--- config.mk ---
export PLATFORM = sky130hd
export DESIGN_NAME = div
export DESIGN_NICKNAME = d
export VERILOG_FILES = /design/src/rtl/div.sv
export SDC_FILE = /design/constraint.sdc
export NUM_CORES = 1
export LEC_CHECK = 0
export BUFFER_PORTS_ARGS = -buffer_cell sky130_fd_sc_hd__buf_2
export CAP_MARGIN = 10
export CORE_ASPECT_RATIO = 1.4
export CORE_UTILIZATION = 25
export DETAILED_ROUTE_END_ITERATION = 16
export GPL_ROUTABILITY_DRIVEN = 0
export SYNTH_ARGS = -nofsm -noshare
export SYNTH_HDL_FRONTEND = slang
export SYNTH_SLANG_ARGS = --single-unit
--- constraint.sdc ---
create_clock -name clk -period 3.5 [get_ports clk]
set_input_delay 0.35 -clock clk [delete_from_list [all_inputs] [get_ports clk]]
set_output_delay 0.35 -clock clk [all_outputs]
set_load 0.005 [all_outputs]
--- src/rtl/div.sv ---
// Radix-2 restoring divider that services DIV/DIVU requests from the execute stage.
// It produces one quotient bit per clock. The result is {remainder, quotient}.
// The result is held with ready_o high until the initiator drops start_i.
module div #(
  parameter int WIDTH = 32
) (
  input  logic               clk,
  input  logic               rst,
  input  logic               signed_div_i,
  input  logic [WIDTH-1:0]   opdata1_i,
  input  logic [WIDTH-1:0]   opdata2_i,
  input  logic               start_i,
  input  logic               annul_i,
  output logic [2*WIDTH-1:0] result_o,
  output logic               ready_o
);

  typedef enum logic [1:0] {
    S_IDLE   = 2'd0,
    S_BYZERO = 2'd1,
    S_ON     = 2'd2,
    S_END    = 2'd3
  } state_t;

  localparam int CW = $clog2(WIDTH + 1);
  localparam logic [CW-1:0] CNT_ONE  = CW'(1);
  localparam logic [CW-1:0] CNT_LAST = CW'(WIDTH);
  localparam logic [WIDTH-1:0] ZERO_W = {WIDTH{1'b0}};

  // Two's-complement negation, used for operand magnitudes and sign fix-up
  function automatic logic [WIDTH-1:0] negate(input logic [WIDTH-1:0] v);
    return ~v + {{(WIDTH-1){1'b0}}, 1'b1};
  endfunction

  state_t           r_state;
  logic [CW-1:0]    r_cnt;
  logic [WIDTH-1:0] r_rem;
  logic [WIDTH-1:0] r_quo;
  logic [WIDTH-1:0] r_dvsr;
  logic             r_neg1;
  logic             r_neg2;

  logic [WIDTH:0]   w_shift;
  logic [WIDTH:0]   w_diff;
  logic [WIDTH-1:0] w_mag1;
  logic [WIDTH-1:0] w_mag2;
  logic [WIDTH-1:0] w_quo_fix;
  logic [WIDTH-1:0] w_rem_fix;

  // The partial remainder is shifted left by one and picks up the next dividend bit.
  // The dividend MSB sits at the top of r_quo. The trial subtraction is one bit wider
  // than WIDTH, so its top bit tells whether the result went negative.
  assign w_shift = {r_rem, r_quo[WIDTH-1]};
  assign w_diff  = w_shift - {1'b0, r_dvsr};

  // Operand magnitudes. An operand is negated only for a signed divide with its MSB set.
  assign w_mag1 = (signed_div_i && opdata1_i[WIDTH-1]) ? negate(opdata1_i) : opdata1_i;
  assign w_mag2 = (signed_div_i && opdata2_i[WIDTH-1]) ? negate(opdata2_i) : opdata2_i;

  // Sign correction. The quotient follows the sign of dividend XOR divisor.
  // The remainder follows the sign of the dividend.
  assign w_quo_fix = (r_neg1 ^ r_neg2) ? negate(r_quo) : r_quo;
  assign w_rem_fix = r_neg1 ? negate(r_rem) : r_rem;

  // Control FSM and datapath: one iteration per edge while in S_ON
  always_ff @(posedge clk) begin
    if (!rst) begin
      r_state  <= S_IDLE;
      r_cnt    <= {CW{1'b0}};
      r_rem    <= ZERO_W;
      r_quo    <= ZERO_W;
      r_dvsr   <= ZERO_W;
      r_neg1   <= 1'b0;
      r_neg2   <= 1'b0;
      ready_o  <= 1'b0;
      result_o <= {(2*WIDTH){1'b0}};
    end else begin
      case (r_state)
        S_IDLE: begin
          ready_o  <= 1'b0;
          result_o <= {(2*WIDTH){1'b0}};
          if (start_i && !annul_i) begin
            if (opdata2_i == ZERO_W) begin
              r_state <= S_BYZERO;
            end else begin
              r_state <= S_ON;
              r_quo   <= w_mag1;
              r_dvsr  <= w_mag2;
              r_neg1  <= signed_div_i & opdata1_i[WIDTH-1];
              r_neg2  <= signed_div_i & opdata2_i[WIDTH-1];
              r_cnt   <= {CW{1'b0}};
              r_rem   <= ZERO_W;
            end
          end else begin
            r_state <= S_IDLE;
          end
        end
        S_BYZERO: begin
          result_o <= {(2*WIDTH){1'b0}};
          ready_o  <= 1'b0;
          if (annul_i) begin
            r_state <= S_IDLE;
          end else begin
            r_state <= S_END;
          end
        end
        S_ON: begin
          if (annul_i) begin
            r_state  <= S_IDLE;
            ready_o  <= 1'b0;
            result_o <= {(2*WIDTH){1'b0}};
          end else if (r_cnt == CNT_LAST) begin
            r_state  <= S_END;
            ready_o  <= 1'b1;
            result_o <= {w_rem_fix, w_quo_fix};
          end else begin
            r_rem <= w_diff[WIDTH] ? w_shift[WIDTH-1:0] : w_diff[WIDTH-1:0];
            r_quo <= {r_quo[WIDTH-2:0], ~w_diff[WIDTH]};
            r_cnt <= r_cnt + CNT_ONE;
          end
        end
        S_END: begin
          if (annul_i || !start_i) begin
            r_state  <= S_IDLE;
            ready_o  <= 1'b0;
            result_o <= {(2*WIDTH){1'b0}};
          end else begin
            ready_o <= 1'b1;
          end
        end
        default: begin
          r_state  <= S_IDLE;
          ready_o  <= 1'b0;
          result_o <= {(2*WIDTH){1'b0}};
        end
      endcase
    end
  end

endmodule

==> results.tsv <==
metric	value	unit
dpl.hpwl	26400	um
wl	33700	um
clkSinkCount	171	
grt_antenna_before_repair	1	
vias	10394	
final_cell_mix	nand2_1 (219), dfxtp_1 (171), buf_2 (132), o21ai_0 (108)	
fp.dieW	181	um
placed_cell_area	0.0126	sq mm
yosysUniqueCellTypes	73	
grt-ovfl-total	0	
synth_mux_area_share	2.30	%
reg2reg_slack	0.29	ns
grt_pass1_wl	53700	um
wl_per_cell	16.1	um
synthAdderAreaFrac	4.77	%
crit_family	compound AO/OA/AOI/OAI gates	
ant_nets	0	
cp_max_fo	8	
rr_worst_depth	12	
mostFrequentLayoutCell	nand2_1	
fin_area	0.0132	sq mm
initial_core_util	25.3	%
die_h	252	um
grt_start_max_net_pins	71	
crit_chain	inv_1 -> ha_1 -> fa_1 -> nor2b_4 -> o211a_4 -> o311ai_4 -> a31oi_2 -> and4_1 -> or3_4 -> and2_4 -> mux2_4 -> a221o_1	
clk_pin_slew	0.08	ns
outcome	complete, no violations	
fmax	0.312	GHz
slowest_delay	0.38	ns
area_growth	17.8	%
clk_path_buf_depth	2	
fillers	4732	
post-route-min-period	3.21	ns
synth_edf_count	0	
rsz0062_at_grt	no	
dieArea	0.0455	sq mm
hold_path_end	ready_o	
finalCritPeriodShare	91.6	%
max-slew-margin-rel	50.0	%
syn_area	0.0112	sq mm
crit-reg2reg-launch	r_quo[31]	
cts_made_buffers	17	
synth_xor_area_share	11.6	%
via_per_inst	4.96	
finalHoldViolCount	0	
cts_tree	done	
irDropWorstVdd	0.000350	V
drv_slew	0	
cp_slowest_cell	or3_4	
critPathLaunchType	register	
grt_usage	15.0	%
synth_top_family_by_area	compound AO/OA/AOI/OAI gates	
synth_area_per_cell	7.92	sq um
syn_inst	1410	
whs	0.157	ns
finalSetupViolCount	0	
synth_compound_area_share	25.0	%
yosysWarningCount	0	
ys_ff_latch	171	
cts_hold_buf	0	
critical_path_buf_inv_count	1	
root_buffer	clkbuf_16	
p_leak	5.39	nW
antennaDiodeCount	0	
rows	91	
skew	0.0115	ns
min_path_cells	2	
min_from	annul_i	
layout-drive-gt1-share	16.2	%
finalSetupTns	0	ns
async_flop_share	0	%
power.total	0.00492	W
clk_latency	0.46	ns
io_pins	134	
yosysSeqAreaShare	30.7	%
worst_pin_slew	0.749	ns
core	0.0441	sq mm
final_nets	1637	
power_density	374	mW/mm^2
drtIter0Drc	640	
r2r-end	r_rem[31]	
io_buffers	133	
crit_required	3.84	ns
hold_class	primary input to register	
ys.flop_type	dfxtp_1	
worstSetupPathType	register to register	
detail_route.first_pass.iterations	5	
drc_errors	0	
critPathArrivalTime	3.55	ns
syn_nets	1521	
grt_pass1_vias	10153	
synthSimpleGateAreaFrac	21.0	%
end_kind	register	
cap_violations	0	
h-tree-depth	4	
cell usage after synthesis (14+ instances only):
cell type / n / area [sq um]
nor3_1: 28 / 140
clkbuf_1: 68 / 255
nor4_1: 14 / 87.6
ha_1: 41 / 513
a21boi_0: 33 / 248
a21oi_1: 79 / 395
inv_1: 50 / 188
a22oi_1: 32 / 240
xor2_1: 69 / 604
o21ai_0: 108 / 541
o31ai_1: 24 / 180
nor2b_1: 59 / 369
dfxtp_1: 171 / 3420
nand2_1: 220 / 826
o21ai_1: 20 / 100
nor2_1: 64 / 240
o211a_1: 38 / 380
xnor2_1: 79 / 692
mux2i_1: 23 / 230
where the power goes:
group | internal (W) | switching, W | leakage [nW] | total (W)
registers | 0.00202 | 0.0000738 | 1.39 | 0.00209
logic | 0.000407 | 0.000597 | 3.73 | 0.00100
clock network | 0.000942 | 0.000879 | 0.269 | 0.00182
layer usage:
metal / up-vias / global-route usage [%] / routed length, um
li1: 5202 / - / -
met1: 4914 / 16.9 / 14200
met2: 232 / 28.4 / 17600
met3: 46 / 2.19 / 1160
met4: 0 / 4.93 / 691
met5: - / 0 / 0
what timing repair did:
item / CTS / global route
hold endpoints to repair: 0 / 0
gates resized for setup: 0 / 3
endpoints found under the setup margin: 0 / 30
setup buffers: 0 / 0
cells by family after synthesis:
| family | after synthesis |
|---|---|
| and+or+nand+nor | 474 |
| AOI/OAI and AO/OA | 418 |
| DFF | 171 |
| xor gates and xnor gates | 148 |
| buffers and inverters | 132 |
| adders and majority gates | 42 |
| muxes | 25 |
area by class of cell:
| cell class | instances | area, sq um | share of cell area, % |
|---|---|---|---|
| Sequential cell | 171 | 3420 | 26.0 |
| Inverter | 50 | 188 | 1.43 |
| Tap cell | 558 | 698 | 5.31 |
| Clock buffer | 18 | 439 | 3.34 |
| Timing Repair Buffer | 179 | 1040 | 7.89 |
| Clock inverter | 14 | 113 | 0.856 |
| Multi-Input combinational cell | 1107 | 7250 | 55.2 |
how the worst max path moves through the flow:
stage / from / endpoint / slack (ns) / depth (start not counted)
floorplan: r_rem[0] / r_rem[31] / 0.31 / 14
global placement: r_quo[31] / r_rem[31] / 0.26 / 12
detailed placement: r_quo[31] / r_rem[4] / 0.09 / 13
CTS: r_quo[31] / r_rem[4] / 0.08 / 13
global route: r_quo[31] / r_rem[4] / 0.12 / 13
finish: r_quo[31] / r_rem[31] / 0.29 / 12
through the flow:
stage / utilization (%) / instances / setup WS [ns]
6_report: 29.9 / 2097 / 0.294
5_1_grt: 29.9 / 2097 / 0.123
4_1_cts: 29.8 / 2097 / 0.0771
3_5_place_dp: 28.6 / 2065 / 0.0876
3_3_place_gp: 28.6 / 2065 / 0.261
2_1_floorplan: - / 1410 / 0.307
flip-flops by register name, summed over array words and instances (netlist names):
register,cells
r_neg2,1
ready_o,1
r_quo,32
r_cnt,6
r_state,2
r_dvsr,32
result_o,64
r_rem,32
r_neg1,1
Power figures use the tool's default switching activity.
